## src/rtl/dm_port_arbiter_pkg.sv

```systemverilog
// Shared definitions for the data-memory port arbiter: owner encodings,
// memory width codes and the per-master request bundle.
package dm_port_arbiter_pkg;

    typedef enum logic [1:0] {
        OWN_NONE = 2'd0,
        OWN_M0   = 2'd1,
        OWN_M1   = 2'd2
    } owner_t;

    localparam logic [1:0] memWidth4 = 2'b00;
    localparam logic [1:0] memWidth2 = 2'b01;
    localparam logic [1:0] memWidth1 = 2'b10;

    typedef struct packed {
        logic        we;
        logic [1:0]  width;
        logic        ext;
        logic [31:0] addr;
        logic [31:0] wdata;
        logic [31:0] pc;
    } memReq_t;

    function automatic owner_t otherOf(owner_t o);
        return (o == OWN_M0) ? OWN_M1 : OWN_M0;
    endfunction

endpackage

```

## src/rtl/dm_arb_rr_core.sv

```systemverilog
// Round-robin grant engine with bounded bursts: holds owner/last/burst count
// and decides the same-cycle grant for the two masters.
module dm_arb_rr_core
    import dm_port_arbiter_pkg::*;
#(
    parameter int BURST_MAX = 4
) (
    input  logic clk,
    input  logic reset,
    input  logic req0,
    input  logic req1,
    output logic gnt0,
    output logic gnt1
);

    localparam logic [3:0] BURST_LIM = 4'(BURST_MAX);

    owner_t     owner, ownerNext;
    owner_t     last, lastNext;
    owner_t     grantSel;
    logic [3:0] burstCnt, burstNext;
    logic       reqOwn, reqOther;

    always_ff @(posedge clk) begin
        if (reset) begin
            owner    <= OWN_NONE;
            last     <= OWN_M1;
            burstCnt <= 4'd0;
        end else begin
            owner    <= ownerNext;
            last     <= lastNext;
            burstCnt <= burstNext;
        end
    end

    always_comb begin
        grantSel  = OWN_NONE;
        ownerNext = OWN_NONE;
        lastNext  = last;
        burstNext = 4'd0;
        reqOwn    = (owner == OWN_M1) ? req1 : req0;
        reqOther  = (owner == OWN_M1) ? req0 : req1;

        // The current owner keeps the port until its burst quota runs out
        // while the other master is waiting.
        if (reset) begin
            grantSel = OWN_NONE;
        end else if (owner != OWN_NONE) begin
            if (reqOwn && (!reqOther || burstCnt < BURST_LIM))
                grantSel = owner;
            else if (reqOther)
                grantSel = otherOf(owner);
        end else if (req0 && req1) begin
            grantSel = otherOf(last);
        end else if (req0) begin
            grantSel = OWN_M0;
        end else if (req1) begin
            grantSel = OWN_M1;
        end

        if (grantSel != OWN_NONE) begin
            ownerNext = grantSel;
            lastNext  = grantSel;
            if (grantSel == owner)
                burstNext = (burstCnt >= BURST_LIM) ? BURST_LIM : burstCnt + 4'd1;
            else
                burstNext = 4'd1;
        end
    end

    always_comb begin
        gnt0 = (grantSel == OWN_M0);
        gnt1 = (grantSel == OWN_M1);
    end

endmodule

```

## src/rtl/dm_port_arbiter.sv

```systemverilog
// Two-master data-memory port arbiter with registered responses.
// Optional stall/switch counters are built when DM_ARB_PERFCNT_EN is defined.
module dm_port_arbiter
    import dm_port_arbiter_pkg::*;
#(
    parameter int BURST_MAX = 4
) (
    input  logic        clk,
    input  logic        reset,

    input  logic        m0_req,
    input  logic        m0_we,
    input  logic [1:0]  m0_width,
    input  logic        m0_ext,
    input  logic [31:0] m0_addr,
    input  logic [31:0] m0_wdata,
    input  logic [31:0] m0_pc,
    output logic        m0_gnt,
    output logic        m0_rvalid,
    output logic [31:0] m0_rdata,
    output logic        m0_exc,

    input  logic        m1_req,
    input  logic        m1_we,
    input  logic [1:0]  m1_width,
    input  logic        m1_ext,
    input  logic [31:0] m1_addr,
    input  logic [31:0] m1_wdata,
    input  logic [31:0] m1_pc,
    output logic        m1_gnt,
    output logic        m1_rvalid,
    output logic [31:0] m1_rdata,
    output logic        m1_exc,

    output logic        mem_we,
    output logic [1:0]  mem_width,
    output logic        mem_ext,
    output logic [31:0] mem_addr,
    output logic [31:0] mem_wdata,
    output logic [31:0] mem_pc,
    input  logic [31:0] mem_rdata,
    input  logic        mem_exc
`ifdef DM_ARB_PERFCNT_EN
    ,
    output logic [31:0] m0_stall_cnt,
    output logic [31:0] m1_stall_cnt,
    output logic [15:0] grant_switches
`endif
);

    memReq_t req0Bus, req1Bus, selBus;

    dm_arb_rr_core #(.BURST_MAX(BURST_MAX)) u_core (
        .clk   (clk),
        .reset (reset),
        .req0  (m0_req),
        .req1  (m1_req),
        .gnt0  (m0_gnt),
        .gnt1  (m1_gnt)
    );

    assign req0Bus = {m0_we, m0_width, m0_ext, m0_addr, m0_wdata, m0_pc};
    assign req1Bus = {m1_we, m1_width, m1_ext, m1_addr, m1_wdata, m1_pc};

    // Grants are already forced low in reset, so an idle or reset cycle
    // drives an all-zero bus and never writes.
    always_comb begin
        selBus = '0;
        if (m0_gnt)
            selBus = req0Bus;
        else if (m1_gnt)
            selBus = req1Bus;
    end

    assign mem_we    = selBus.we;
    assign mem_width = selBus.width;
    assign mem_ext   = selBus.ext;
    assign mem_addr  = selBus.addr;
    assign mem_wdata = selBus.wdata;
    assign mem_pc    = selBus.pc;

    always_ff @(posedge clk) begin
        if (reset) begin
            m0_rvalid <= 1'b0;
            m1_rvalid <= 1'b0;
            m0_rdata  <= 32'd0;
            m1_rdata  <= 32'd0;
            m0_exc    <= 1'b0;
            m1_exc    <= 1'b0;
        end else begin
            m0_rvalid <= m0_gnt;
            m1_rvalid <= m1_gnt;
            if (m0_gnt) begin
                m0_rdata <= mem_rdata;
                m0_exc   <= mem_exc;
            end
            if (m1_gnt) begin
                m1_rdata <= mem_rdata;
                m1_exc   <= mem_exc;
            end
        end
    end

`ifdef DM_ARB_PERFCNT_EN
    logic prevGnt0, prevGnt1;

    // A switch is a grant to one master right after a grant to the other.
    always_ff @(posedge clk) begin
        if (reset) begin
            m0_stall_cnt   <= 32'd0;
            m1_stall_cnt   <= 32'd0;
            grant_switches <= 16'd0;
            prevGnt0       <= 1'b0;
            prevGnt1       <= 1'b0;
        end else begin
            prevGnt0 <= m0_gnt;
            prevGnt1 <= m1_gnt;
            if (m0_req && !m0_gnt && m0_stall_cnt != 32'hFFFF_FFFF)
                m0_stall_cnt <= m0_stall_cnt + 32'd1;
            if (m1_req && !m1_gnt && m1_stall_cnt != 32'hFFFF_FFFF)
                m1_stall_cnt <= m1_stall_cnt + 32'd1;
            if ((m0_gnt && prevGnt1) || (m1_gnt && prevGnt0))
                grant_switches <= grant_switches + 16'd1;
        end
    end
`endif

endmodule

```

## config.mk

```make
export PLATFORM = sky130hd
export DESIGN_NAME = dm_port_arbiter
export DESIGN_NICKNAME = d
export VERILOG_FILES = /design/src/rtl/dm_port_arbiter_pkg.sv /design/src/rtl/dm_arb_rr_core.sv /design/src/rtl/dm_port_arbiter.sv
export SDC_FILE = /design/constraint.sdc
export NUM_CORES = 1
export LEC_CHECK = 0
export ABC_AREA = 1
export BUFFER_PORTS_ARGS = -buffer_cell sky130_fd_sc_hd__buf_2
export CAP_MARGIN = 40
export CORE_AREA = 5 5 156 158
export CTS_BUF_LIST = sky130_fd_sc_hd__clkbuf_2 sky130_fd_sc_hd__clkbuf_4 sky130_fd_sc_hd__clkbuf_8
export CTS_CLUSTER_DIAMETER = 200
export DETAILED_ROUTE_END_ITERATION = 8
export DIE_AREA = 0 0 161 163
export GPL_TIMING_DRIVEN = 0
export PLACE_DENSITY_LB_ADDON = 0.15
export RECOVER_POWER = 50
export SKIP_LAST_GASP = 1
export SYNTH_ARGS = -nofsm -noshare
export SYNTH_HDL_FRONTEND = slang
export SYNTH_SLANG_ARGS = --single-unit
```

## constraint.sdc

```tcl
create_clock -name clk -period 1.95 [get_ports clk]
set_input_delay 0.195 -clock clk [delete_from_list [all_inputs] [get_ports clk]]
set_output_delay 0.195 -clock clk [all_outputs]
set_load 0.02 [all_outputs]
```

; Word-level counts from Yosys, hierarchy flattened
; Cells that the tools add are included.
[word_totals]
reg_bits = 76
input_bits = 237
out_inout_bits = 170
wordCells = 46
[classes]
n_addsub = 1
order_cmp = 2
eq_ne = 6
n_mux = 15
n_bitwise = 2
n_reduce_logical = 9
[op_table]
columns = cell, count
row1 = 100-bit two-way mux, 2
row2 = 2-bit two-way mux, 9
row3 = 2-bit by 1-bit == test with 1-bit output (second input constant), 3
row4 = 4-bit by 1-bit adder with 4-bit output (second input constant), 1
row5 = 2-bit == test (second input constant), 2
row6 = 4-bit by 3-bit greater-or-equal comparator with 1-bit output (second input constant), 1
row7 = 4-bit by 3-bit less-than comparator with 1-bit output (second input constant), 1
row8 = 2-bit nonzero test, 2
row9 = 4-bit OR reduction, 1
row10 = 1-bit two-way mux, 3
row11 = 3-bit two-way mux, 1
row12 = 3-bit OR reduction, 1
row13 = 2-bit == test, 1
row14 = 1-bit logical AND, 2
row15 = 1-bit inverter, 2
row16 = 2-bit OR reduction, 1
row17 = 1-bit logical NOT, 1
row18 = 1-bit logical OR, 1

; Depth between registers and ports, before layout
[logic_depth]
word_depth = 11
depth_mapped = 15
ltp_nobuf = 14

; Cells and area by module
; Synthesis repeated with hierarchy kept, for this count alone.
[hier_totals]
cells_unflattened = 788
area_unflattened_um2 = 4336.7
[by_module_without_submodules]
columns = mod, instances, cells_each, area_per_inst_um2
row1 = dm_port_arbiter, 1, 714, 3838.7
row2 = dm_arb_rr_core, 1, 74, 498.0

; Worst setup path after synthesis
; Ideal clock, no wire load.
[synth_timing]
kind = register -> output
start = register u_core.owner[1]
end = output port mem_addr[26]
arrival_ns = 1.631
required_ns = 1.755
slack_ns = 0.124
stages_incl_launch_ff = 13
path_buffers = 2
path_cell_list = dfxtp_1 -> buf_4 -> nand2_2 -> nand2_1 -> nand3_2 -> a21oi_2 -> nand3_2 -> clkinv_4 -> nand2_4 -> inv_4 -> buf_2 -> nand2_1 -> nand2_1
[synth_between]
elab_chain_len = 11
[synth_rtl]
columns = item, line
row1 = start: declaration, dm_arb_rr_core.sv:18  ; owner_t owner, ownerNext;
row2 = start signal: assignment, dm_arb_rr_core.sv:30  ; owner <= ownerNext;
row3 = 2-bit == test, "dm_arb_rr_core.sv:41, dm_arb_rr_core.sv:42"
row4 = 1-bit two-way mux, dm_arb_rr_core.sv:42  ; reqOther = (owner == OWN_M1) ? req0 : req1;
row5 = 1-bit logical NOT, dm_arb_rr_core.sv:49  ; if (reqOwn && (!reqOther || burstCnt < BURST_LIM))
row6 = 1-bit logical OR, dm_arb_rr_core.sv:49
row7 = 1-bit logical AND, dm_arb_rr_core.sv:49
row8 = 2-bit two-way mux, dm_arb_rr_core.sv:49
row9 = 2-bit two-way mux (*), dm_arb_rr_core.sv:48  ; end else if (owner != OWN_NONE) begin
row10 = 2-bit two-way mux (*), dm_arb_rr_core.sv:46  ; if (reset) begin
row11 = 2-bit == test (*), dm_arb_rr_core.sv:73  ; gnt1 = (grantSel == OWN_M1);
row12 = net m1_gnt, dm_port_arbiter.sv:30  ; output logic m1_gnt,
row13 = 100-bit two-way mux (*), dm_port_arbiter.sv:71  ; else if (m1_gnt)
row14 = 100-bit two-way mux (*), dm_port_arbiter.sv:69  ; if (m0_gnt)
row15 = end: declaration, dm_port_arbiter.sv:38  ; output logic [31:0] mem_addr,
; The timed path passes the listed nets; every way through them passes the cells marked *.

; Worst setup path after layout
[layout_timing]
start = register u_core.owner[1]
end = output port mem_wdata[29]
[layout_between]
elab_chain_len = 11
[layout_rtl]
columns = item, line
row1 = 2-bit == test, "dm_arb_rr_core.sv:41, dm_arb_rr_core.sv:42"
row2 = 1-bit two-way mux, dm_arb_rr_core.sv:42
row3 = 1-bit logical NOT, dm_arb_rr_core.sv:49
row4 = 1-bit logical OR, dm_arb_rr_core.sv:49
row5 = 1-bit logical AND, dm_arb_rr_core.sv:49
row6 = 2-bit two-way mux, dm_arb_rr_core.sv:49
row7 = 2-bit two-way mux (*), dm_arb_rr_core.sv:48
row8 = 2-bit two-way mux (*), dm_arb_rr_core.sv:46
row9 = 2-bit == test, dm_arb_rr_core.sv:73
row10 = 100-bit two-way mux, dm_port_arbiter.sv:71
row11 = 100-bit two-way mux (*), dm_port_arbiter.sv:69
row12 = end: declaration, dm_port_arbiter.sv:39  ; output logic [31:0] mem_wdata,
; Mark *: on every way between the ends. The rest lies on a longest branch, timed or not.

==> metrics.cfg <==
[floorplanning]
dieArea_mm2 = 0.0262
die_y_um = 163
num_io_pins = 407
core_mm2 = 0.0230
die_w_um = 161
row_count = 56
start_util_pct = 17.8

[power_and_ir_drop]
comb_power_share_pct = 61.9
clock_power_share_pct = 14.5
max-vdd-ir-drop_uv = 332
seqPwrFrac_pct = 23.6
p_leak_nw = 4.26
p_switching_mw = 3.96
total_power_mw = 8.69
p_int_mw = 4.73
swShare_pct = 45.6
p_per_area_mw_per_mm2 = 1100

[critical_path]
crit_buf_inv = 7
worstSetupStartpointType = flip-flop
reg2reg_slack_ps = 20
crit_family = buffers and inverters
cp-end-kind = output pin
cp.arrival_ps = 2190
criticalPathCategory = reg -> out
worst_path_most_repeated_cell = nand2_2
cpPeakStageDelay_ps = 330
worstPathCellList = buf_6 -> nand2_4 -> nand2_2 -> nand3_4 -> a21oi_4 -> nand3_4 -> clkinv_4 -> nand2_8 -> inv_12 -> buf_12 -> buf_16 -> buf_8 -> nand2_2 -> nand2_2 -> buf_6
critPathSlowestCell = dfxtp_2
reg2regPathDepth = 15
regToRegEndpoint = m0_exc
rr_startpoint = u_core.owner[1]
worstPathMaxFanout = 8
crit_required_ps = 1750

[detailed_routing]
drt_iter0_drc = 272
first_pass_iters = 4
vias = 5831
vias_per_cell = 4.09
remaining_drc_errors = 0
detail_route.wl_per_cell_um = 17.2
ant_nets = 0
wl_um = 24500

[sta]
finalSetupViolations = 102
worst_pin_slew_ps = 533
timing.fmax_ghz = 0.419
fin_crit_sh_pct = 122
drv_slew = 0
period_minus_slack_ps = 2390
finalClockSkew_ps = 5.42
slew_headroom_pct = 64.5
rsz0062_at_grt = true
hold_viol = 0
fin_ws_ps = -435

[min_path]
hold_class = in -> reg
hold_depth = 3
hp-start = mem_rdata[26]
holdPathEnd = m0_rdata[26]

[place]
port_buffers = 406
gp_congestion = 0.834
place_area_mm2 = 0.00648
dpl.hpwl_um = 19300

[clocking]
clock_latency_ps = 360
cts_buffer_depth = 2
root_buffer = clkbuf_8
cts.clk_slew.worst_paths_ps = 90
cts-buffers-inserted = 9
clock_tree.htree_level_count = 3
cts_tree = built
clock_sinks = 76

[synthesis]
synthAdderAreaFrac_pct = 0.306
synth_xor_area_share_pct = 0
synth_area_mm2 = 0.00409
synth.largest_area_cell = dfxtp_1
synth_nets = 926
synthMuxAreaShare_pct = 0
synth_top_family_by_area = simple AND/OR/NAND/NOR gates
synth-seq-cells = 76
yosys.area_share.simple_pct = 45.3
yosys_warnings = 0
ys_types = 23
synth_top_area_share_pct = 37.2
synth.area.top_cells = dfxtp_1, nand2_1, nor2_1
syn-instance-count = 688
seq_area_frac_synth_pct = 37.2
synth_compound_area_share_pct = 8.78
syn_avg_cell_area_um2 = 5.94

[layout]
drive_gt1_share_pct = 45.6
area_growth_pct = 93.9
final_nets = 1368
final_cell_area_mm2 = 0.00793
diodes = 0
fillers = 2605

[global_route]
grt_pass1_vias = 5751
grt_first_pass_wirelength_um = 34600
grt_overflow = 0
grt_max_degree = 15
grt_antenna_before_repair = 2
grt_usage_pct = 17.0

[outcome]
status = finished, violations left
violations = setup timing

[job]
max_cap_viol_count = 0

[final cells by class]
cell class / instances / area, um2 / area share, %
repair buffers: 431 / 2740 / 34.6
flip-flops and latches: 76 / 1530 / 19.3
well taps: 290 / 363 / 4.58
multi-input cells: 553 / 2560 / 32.3
clock inverters: 7 / 76.3 / 0.963
inverters: 17 / 88.8 / 1.12
plain buffers: 42 / 447 / 5.63
clock buffers: 9 / 124 / 1.56
[per-stage QoR]
stage | utilization (%) | hold slack [ps] | std cells | setup TNS [ps] | worst slack [ps]
after floorplan | - | 358 | 688 | 0 | 124
after global placement | 28.2 | 441 | 1384 | -34020 | -485
after detailed placement | 28.2 | 443 | 1384 | -32980 | -475
after CTS | 32.5 | 71.8 | 1416 | -42920 | -449
after global routing | 34.5 | 89.5 | 1425 | -53190 | -540
final | 34.5 | 81.0 | 1425 | -37030 | -435
[synthesized netlist by cell type (all sizes together)]
master	instances
nand2	329
nor2	140
dfxtp	76
o21ai	69
buf	32
inv	16
clkbuf	10
nand3	10
a21oi	2
clkinv	1
conb	1
ha	1
or2	1
[flip-flops by register name, indices dropped and copies added, names as in the netlist]
| name | flops |
|---|---|
| u_core.last | 2 |
| m1_rdata | 32 |
| u_core.burstCnt | 4 |
| u_core.owner | 2 |
| m1_exc | 1 |
| m0_rdata | 32 |
| m0_exc | 1 |
| m0_rvalid | 1 |
| m1_rvalid | 1 |
[worst max path at each step]
| stage | from | endpoint | slack [ps] | cells after the start |
|---|---|---|---|---|
| 3_5_place_dp | u_core.owner[1] | mem_wdata[31] | -480 | 14 |
| 3_3_place_gp | u_core.owner[0] | mem_wdata[31] | -490 | 14 |
| 6_report | u_core.owner[1] | mem_wdata[29] | -440 | 15 |
| 2_1_floorplan | u_core.owner[1] | mem_addr[26] | 120 | 12 |
| 4_1_cts | u_core.owner[1] | mem_pc[30] | -450 | 15 |
| 5_1_grt | u_core.owner[1] | mem_wdata[4] | -540 | 16 |
[repair_timing]
item	in CTS	in global routing
hold endpoints to repair	0	0
gates resized for setup	191	155
gates cloned	3	4
buffers inserted	13	6
setup endpoints to repair	137	169
pin swaps	14	33
hold buffers	0	0
[worst register-to-register path, cell delays in order, from the launching register on]
cell	delay, ps
dfxtp_2	330
buf_6	130
nand2_4	70
nand2_2	80
nand3_4	90
nand2_2	80
nand2_2	50
nand2_2	90
nand2_4	90
nor2_4	180
buf_12	170
buf_4	130
buf_8	120
clkbuf_16	150
nor2_1	40
nor2_1	90
[power groups by stage]
stage | Combinational (mW) | Sequential, mW | Clock, mW
after detailed placement | 4.17 | 2.07 | 0
after CTS | 5.01 | 2.04 | 1.32
after global routing | 5.81 | 2.10 | 1.39
after global placement | 4.18 | 2.06 | 0
final | 5.37 | 2.05 | 1.26
after floorplan | 2.14 | 2.42 | 0
[cells by family (layout without fill, tap and decap cells)]
| family | after synthesis | after routing |
|---|---|---|
| fa+ha+maj | 1 | 1 |
| buf+inv | 59 | 506 |
| simple gates | 480 | 480 |
| compound gates | 71 | 71 |
| other cells | 1 | 1 |
| flops | 76 | 76 |
[routing by layer]
layer / GRT usage [%] / routed length, um
met1: 21.0 / 9850
met2: 29.2 / 12300
met3: 5.69 / 1970
met4: 3.53 / 337
met5: 0 / 22
[layout by cell type (no fill, tap or decap), types with 4 or more instances in the layout]
cell type / count
inv_1: 11
clkbuf_1: 64
clkbuf_8: 9
nand2_4: 18
buf_8: 18
clkbuf_16: 4
nand3_1: 7
o21ai_1: 11
buf_2: 252
nor2_1: 133
clkbuf_4: 6
nor2_2: 6
o21ai_0: 54
buf_6: 51
buf_4: 71
buf_12: 4
nand2_2: 48
dfxtp_1: 74
nand2_1: 261
(Power assumes the default switching activity.)
